<file path="src/rtl/hsv_pkg.sv">
// Shared HSV stream definitions.
// Used by the color-space pipeline stages and the mask classifier.
package hsv_pkg;

    localparam int H_W     = 16;
    localparam int SV_W    = 10;
    localparam int HUE_MAX = 359;
    localparam int SV_MAX  = 255;

    typedef struct packed {
        logic signed [H_W-1:0]  h;
        logic signed [SV_W-1:0] s;
        logic signed [SV_W-1:0] v;
        logic                   sof;
        logic                   eof;
    } hsv_pixel;

    typedef struct packed {
        logic mask;
        logic sof;
        logic eof;
    } mask_pixel;

endpackage

</file>
<file path="src/rtl/hsv_range_cmp.sv">
// Combinational HSV window test.
// The hue window wraps through 0 when h_lo > h_hi.
module hsv_range_cmp #(
    parameter int H_W  = 16,
    parameter int SV_W = 10
) (
    input  logic signed [H_W-1:0]  h,
    input  logic signed [H_W-1:0]  h_lo,
    input  logic signed [H_W-1:0]  h_hi,
    input  logic signed [SV_W-1:0] s,
    input  logic signed [SV_W-1:0] s_min,
    input  logic signed [SV_W-1:0] s_max,
    input  logic signed [SV_W-1:0] v,
    input  logic signed [SV_W-1:0] v_min,
    input  logic signed [SV_W-1:0] v_max,
    output logic                   match
);
    import hsv_pkg::*;

    localparam logic signed [H_W-1:0] H_ZERO = '0;
    localparam logic signed [H_W-1:0] H_TOP  = H_W'(HUE_MAX);

    logic h_legal;
    logic h_ok;
    logic s_ok;
    logic v_ok;

    always_comb begin
        h_legal = (h >= H_ZERO) && (h <= H_TOP);
        if (h_lo <= h_hi) begin
            h_ok = (h_lo <= h) && (h <= h_hi);
        end else begin
            h_ok = (h >= h_lo) || (h <= h_hi);
        end
        s_ok  = (s_min <= s) && (s <= s_max);
        v_ok  = (v_min <= v) && (v <= v_max);
        match = h_legal && h_ok && s_ok && v_ok;
    end

endmodule

</file>
<file path="src/rtl/hsv_color_mask.sv">
// HSV window classifier: two-stage compare/count pipeline
// producing a binary mask stream and a per-frame match area.
module hsv_color_mask #(
    parameter int H_W   = 16,
    parameter int SV_W  = 10,
    parameter int CNT_W = 20
) (
    input  logic                   clk,
    input  logic                   rst_n,
    input  logic                   in_valid,
    output logic                   in_ready,
    input  logic signed [H_W-1:0]  in_h,
    input  logic signed [SV_W-1:0] in_s,
    input  logic signed [SV_W-1:0] in_v,
    input  logic                   in_sof,
    input  logic                   in_eof,
    input  logic signed [H_W-1:0]  cfg_h_lo,
    input  logic signed [H_W-1:0]  cfg_h_hi,
    input  logic signed [SV_W-1:0] cfg_s_min,
    input  logic signed [SV_W-1:0] cfg_v_min,
    input  logic signed [SV_W-1:0] cfg_s_max,
    input  logic signed [SV_W-1:0] cfg_v_max,
    output logic                   out_valid,
    input  logic                   out_ready,
    output logic                   out_mask,
    output logic                   out_sof,
    output logic                   out_eof,
    output logic [CNT_W-1:0]       frame_count,
    output logic                   frame_count_valid
);
    import hsv_pkg::*;

    localparam logic [CNT_W-1:0] CNT_MAX = '1;

    logic signed [H_W-1:0]  sh_h_lo, sh_h_hi;
    logic signed [SV_W-1:0] sh_s_min, sh_s_max;
    logic signed [SV_W-1:0] sh_v_min, sh_v_max;

    logic signed [H_W-1:0]  use_h_lo, use_h_hi;
    logic signed [SV_W-1:0] use_s_min, use_s_max;
    logic signed [SV_W-1:0] use_v_min, use_v_max;

    logic       en1, en2, accept, hit;
    logic       s1_valid, s2_valid;
    mask_pixel  s1_pix, s2_pix;
    logic [CNT_W-1:0] count, count_next;

    assign en2      = !s2_valid || out_ready;
    assign en1      = !s1_valid || en2;
    assign in_ready = en1;
    assign accept   = in_valid && en1;

    // A start-of-frame pixel is judged by the window it installs.
    assign use_h_lo  = in_sof ? cfg_h_lo  : sh_h_lo;
    assign use_h_hi  = in_sof ? cfg_h_hi  : sh_h_hi;
    assign use_s_min = in_sof ? cfg_s_min : sh_s_min;
    assign use_s_max = in_sof ? cfg_s_max : sh_s_max;
    assign use_v_min = in_sof ? cfg_v_min : sh_v_min;
    assign use_v_max = in_sof ? cfg_v_max : sh_v_max;

    hsv_range_cmp #(.H_W(H_W), .SV_W(SV_W)) u_cmp (
        .h     (in_h),
        .h_lo  (use_h_lo),
        .h_hi  (use_h_hi),
        .s     (in_s),
        .s_min (use_s_min),
        .s_max (use_s_max),
        .v     (in_v),
        .v_min (use_v_min),
        .v_max (use_v_max),
        .match (hit)
    );

    always_ff @(posedge clk or negedge rst_n) begin
        if (!rst_n) begin
            s1_valid <= 1'b0;
            s1_pix   <= '0;
            sh_h_lo  <= '0;
            sh_h_hi  <= '0;
            sh_s_min <= '0;
            sh_s_max <= '0;
            sh_v_min <= '0;
            sh_v_max <= '0;
        end else begin
            if (en1) s1_valid <= in_valid;
            if (accept) begin
                s1_pix <= '{mask: hit, sof: in_sof, eof: in_eof};
            end
            if (accept && in_sof) begin
                sh_h_lo  <= cfg_h_lo;
                sh_h_hi  <= cfg_h_hi;
                sh_s_min <= cfg_s_min;
                sh_s_max <= cfg_s_max;
                sh_v_min <= cfg_v_min;
                sh_v_max <= cfg_v_max;
            end
        end
    end

    always_comb begin
        count_next = count;
        if (s1_pix.sof) begin
            count_next = CNT_W'(s1_pix.mask);
        end else if (s1_pix.mask && count != CNT_MAX) begin
            count_next = count + CNT_W'(1);
        end
    end

    always_ff @(posedge clk or negedge rst_n) begin
        if (!rst_n) begin
            s2_valid          <= 1'b0;
            s2_pix            <= '0;
            count             <= '0;
            frame_count       <= '0;
            frame_count_valid <= 1'b0;
        end else begin
            if (en2) s2_valid <= s1_valid;
            if (s1_valid && en2) begin
                s2_pix <= s1_pix;
                count  <= count_next;
                if (s1_pix.eof) frame_count <= count_next;
            end
            frame_count_valid <= s1_valid && en2 && s1_pix.eof;
        end
    end

    assign out_valid = s2_valid;
    assign out_mask  = s2_pix.mask;
    assign out_sof   = s2_pix.sof;
    assign out_eof   = s2_pix.eof;

endmodule

</file>
<file path="config.mk">
export PLATFORM = sky130hd
export DESIGN_NAME = hsv_color_mask
export DESIGN_NICKNAME = d
export VERILOG_FILES = /design/src/rtl/hsv_pkg.sv /design/src/rtl/hsv_range_cmp.sv /design/src/rtl/hsv_color_mask.sv
export SDC_FILE = /design/constraint.sdc
export NUM_CORES = 1
export LEC_CHECK = 0
export ABC_CLOCK_PERIOD_IN_PS = 6140
export CAP_MARGIN = 10
export CORE_UTILIZATION = 50
export CTS_CLUSTER_DIAMETER = 80
export CTS_CLUSTER_SIZE = 24
export DETAILED_ROUTE_END_ITERATION = 10
export PLACE_DENSITY = 0.79
export SLEW_MARGIN = 20
export SYNTH_ARGS = -nofsm -noshare
export SYNTH_HDL_FRONTEND = slang
export SYNTH_SLANG_ARGS = --single-unit
</file>
<file path="constraint.sdc">
create_clock -name clk -period 6.14 [get_ports clk]
set_input_delay 1.228 -clock clk [delete_from_list [all_inputs] [get_ports clk]]
set_output_delay 1.228 -clock clk [all_outputs]
set_load 0.02 [all_outputs]
</file>
==> metrics.md <==
| Metric | Value |
|---|---|
| GRT Overall Usage | `roughly a quarter` |
| Initial DRC count | `around 280` |
| Synthesized area divided by synthesized cell count | `around 10 um2` |
| Net Sw Power | `0.695 mW` |
| Pwr dens | `256 nW/um2` |
| Number of input and output port buffers inserted | `between 100 and 150` |
| Source-to-sink clock delay at the later pin of the worst-skew pair | `about 420 ps` |
| Setup repair after global routing missed its margin | `no` |
| Delay of the slowest critical-path stage | `between 700 and 800 ps` |
| Sequential cell fraction of total power | `between 30% and 40%` |
| Cell variety after synth | `62` |
| Detailed-routing iteration count for the pre-antenna-repair pass | `4` |
| Standard-cell rows | `45` |
| CTS tree | `built` |
| Worst rel slew slack | `between 40% and 50%` |
| Global-route wire length before repair | `approximately 30 mm` |
| Leak | `4.58 nW` |
| Final hold violations | `0` |
| Total Routed Length | `roughly 18 mm` |
| Net Sw Frac | `a little over a quarter` |
| Effective utilization at floorplan | `51.8%` |
| Final nets | `~1100` |
| Post-layout minimum cycle time | `3890 ps` |
| Post-DR vias/cell | `approximately 5.5` |
| Final setup violation count | `0` |
| Most prevalent standard cell on the critical path | `clkdlybuf4s50_1` |
| Portion of the post-synthesis area used by sequential elements | `a little under two fifths` |
| Type of element launching the critical path | `input pin` |
| Buffering stage count on the worst path with inverters included | `2` |
| Vertical die dimension | `~130 um` |
| Crit-path leading delay family | `buffers and inverters` |
| Final core area utilization | `66.0%` |
| Number of nets in the synthesized netlist | `962` |
| Core region area | `~15000 um2` |
| CTS Hold Buffers Added | `0` |
| Synthesis Warnings | `0` |
| Overall overflow remaining after global route | `0` |
| Total vias in the final route | `6131` |
| Max_cap viols | `0` |
| CTS max path bufs | `2` |
| Cell-by-cell trace of the critical path | `clkdlybuf4s50_1 > nand3b_1 > clkdlybuf4s50_1` |
| Cell-internal power | `~1.9 mW` |
| Run status | `finished clean` |
| Count of state elements after synthesis | `around 120` |
| Maximum VDD drop | `between 200 and 250 uV` |
| Critical Path Sink Type | `primary output` |
| Fraction of layout cells with a size suffix above 1 | `between 15 and 20%` |
| Number of buffers created by CTS | `17` |
| CTS-repair resized insts | `0` |
| Worst path arrival time | `2660 ps` |
| Initial antenna violation count | `2` |
| Tcrit/Tclk final | `between 60% and 70%` |
| Half-perimeter wire length after placement | `about 13 mm` |
| Pin count of the biggest net entering global routing | `79` |
| Number of global-route vias before repair | `between 6000 and 7000` |
| Sinks on the clock net | `between 100 and 150` |
| Clock transition at the registers of the reported paths | `50 ps` |
| Clock root buffer | `clkbuf_16` |
| Post-route antenna net violation count | `0` |
| Maximum clock frequency | `around 0.26 GHz` |
| Maximum fanout along the worst path | `5` |
| Final number of max-transition violations | `0` |
| Portion of total power attributed to combinational logic | `23.6%` |
| Number of synthesized flops with an enable pin | `0` |
| Final routed wire length divided by cell count | `16.1 um` |
| Tightest Pin Transition | `between 800 and 900 ps` |
| Setup skew after layout | `just over 8 ps` |
| Total design power | `2.60 mW` |
| Area grow syn2layout | `27.4%` |
| Placer's final routability congestion estimate | `0.835` |
| CTS H-tree depth | `4` |
| DIE WIDTH | `128 um` |
| Num ports | `140` |
| Proportion of register bits with asynchronous set or reset after synthesis | `100%` |
| Post-synthesis instance area | `approximately 8000 um2` |
| Number of instances in the synthesized netlist | `about 760` |
| Critical Path Slowest Stage Cell | `clkdlybuf4s50_1` |
| Post-CTS setup repair buffer count | `0` |
| Area of the die | `~16000 um2` |
| Clock share of power | `roughly two fifths` |
| Flip-flop cell with the highest count after synthesis | `dfrtp_1` |
| Type of the most critical hold path | `flip-flop to flip-flop` |
| Reg-to-reg slack, setup | `approximately 3600 ps` |
| Accumulated negative setup slack | `0 ps` |
| Start-to-end type of the worst setup path | `input pin to primary output` |
| Required time of the critical path | `~4900 ps` |
| Post-route DRC | `0` |
==> tightest hold or removal path, stage by stage (launching register included) <==
cell and delay, ps:
dfrtp_1 340, nand2_1 40, o21ai_0 60
==> cell type report <==
class,count,area [um2]
clock inverter,7,114
timing repair buffer,143,1420
tap,211,264
sequential,121,3030
clock buffer,24,502
fill,1228,5230
antenna,1,2.50
inverter,43,161
multi-input combinational,566,4650
==> metal layers <==
| metal | vias up | part of all wire [%] | track usage, % |
|---|---|---|---|
| li1 | 3053 | - | - |
| met1 | 2918 | 45 | 28.9 |
| met2 | 141 | 49 | 39.7 |
| met3 | 17 | 5.2 | 7.39 |
| met4 | 2 | 1.2 | 5.95 |
| met5 | - | 0.072 | 0 |
==> cells in the mapped netlist, types with 4 or more instances <==
cell type,count,area share [%]
buf_2,5,0.31
nand2b_1,4,0.31
nand4_1,17,1.3
ha_1,89,14
nor2_1,9,0.42
and4_1,5,0.55
nand2_1,71,3.3
o31ai_1,12,1.1
nor4_1,5,0.39
and3_1,9,0.71
dfrtp_1,121,38
o21ai_1,8,0.50
inv_1,43,2.0
a31oi_1,8,0.63
a21oi_1,35,2.2
o21a_1,5,0.47
mux2i_1,53,6.7
nor2b_1,9,0.71
xnor2_1,7,0.77
a21o_1,6,0.57
clkbuf_1,19,0.90
o211ai_1,5,0.47
nor3_1,6,0.38
xor2_1,11,1.2
a211oi_1,5,0.47
and2_1,4,0.31
o21ai_0,40,2.5
mux2_2,94,13
nand3_1,14,0.88
==> power groups by stage <==
stage | registers, mW | clock network, mW | logic, mW
global placement | 0.954 | 0 | 0.593
finish | 0.949 | 1.04 | 0.612
global route | 0.960 | 1.09 | 0.689
floorplan | 0.946 | 0 | 0.404
detailed placement | 0.959 | 0 | 0.610
CTS | 0.948 | 1.05 | 0.615
==> registers in the layout, indices dropped and copies added (netlist names), 10 cells and up <==
register     cells
sh_h_lo         16
sh_v_min        10
count           20
sh_s_max        10
sh_h_hi         16
sh_s_min        10
frame_count     20
sh_v_max        10
==> path summary, 6_finish.rpt <==
| path | from | depth (start not counted) | endpoint |
|---|---|---|---|
| setup / recovery | out_ready | 3 | in_ready |
| hold / removal | frame_count[11] | 2 | frame_count[11] |
| setup reg to reg | sh_h_lo[1] | 9 | s1_pix[2] |
| hold reg to reg | frame_count[11] | 2 | frame_count[11] |
| max in group asynchronous | rst_n | 2 | sh_h_lo[0] |
| min in group asynchronous | rst_n | 1 | sh_v_max[8] |
==> metrics by stage <==
stage               area, um2  hold WS (ps)  setup slack (ps)  std cells
detailed placement       9520           470              1950       1084
global placement         9520           461              1970       1084
CTS                     10100           481              2250       1115
floorplan                7960           471              2090        759
finish                  10100           474              2250       1116
global route            10100           499              2110       1116
==> layout by cell type, fill, tap and decap left out, drive strengths merged, types with 2 or more instances in the layout <==
cell type        n
and3             9
a21o             6
a221o            2
mux2            95
a31oi            8
and4             6
a21oi           35
clkbuf          24
o21bai           2
nand3           17
clkinv           4
inv             43
ha              89
o211ai           5
o21ai           48
xor2            11
dfrtp          121
a211oi           5
o21a             6
and2             5
nor3             6
bufinv           3
mux2i           53
buf              6
o32ai            2
nor2             9
clkdlybuf4s50  137
xnor2            7
o31ai           12
nor2b            9
nand2           72
nand2b           4
nand4           18
nor4             5
==> kinds of logic (layout without fill, tap and decap cells) <==
kind of cell    Yosys count  in the layout  share of synthesized area, %
flops                   121            121                          38.0
simple gates            168            168                          11.0
other cells               0              1                             0
fa+ha+maj                90             90                          14.1
buf+inv                  72            217                          3.71
compound gates          142            142                          11.0
xor+xnor                 18             18                          1.98
mux                     148            148                          20.1
No activity file was read; power rests on OpenSTA's default activity.
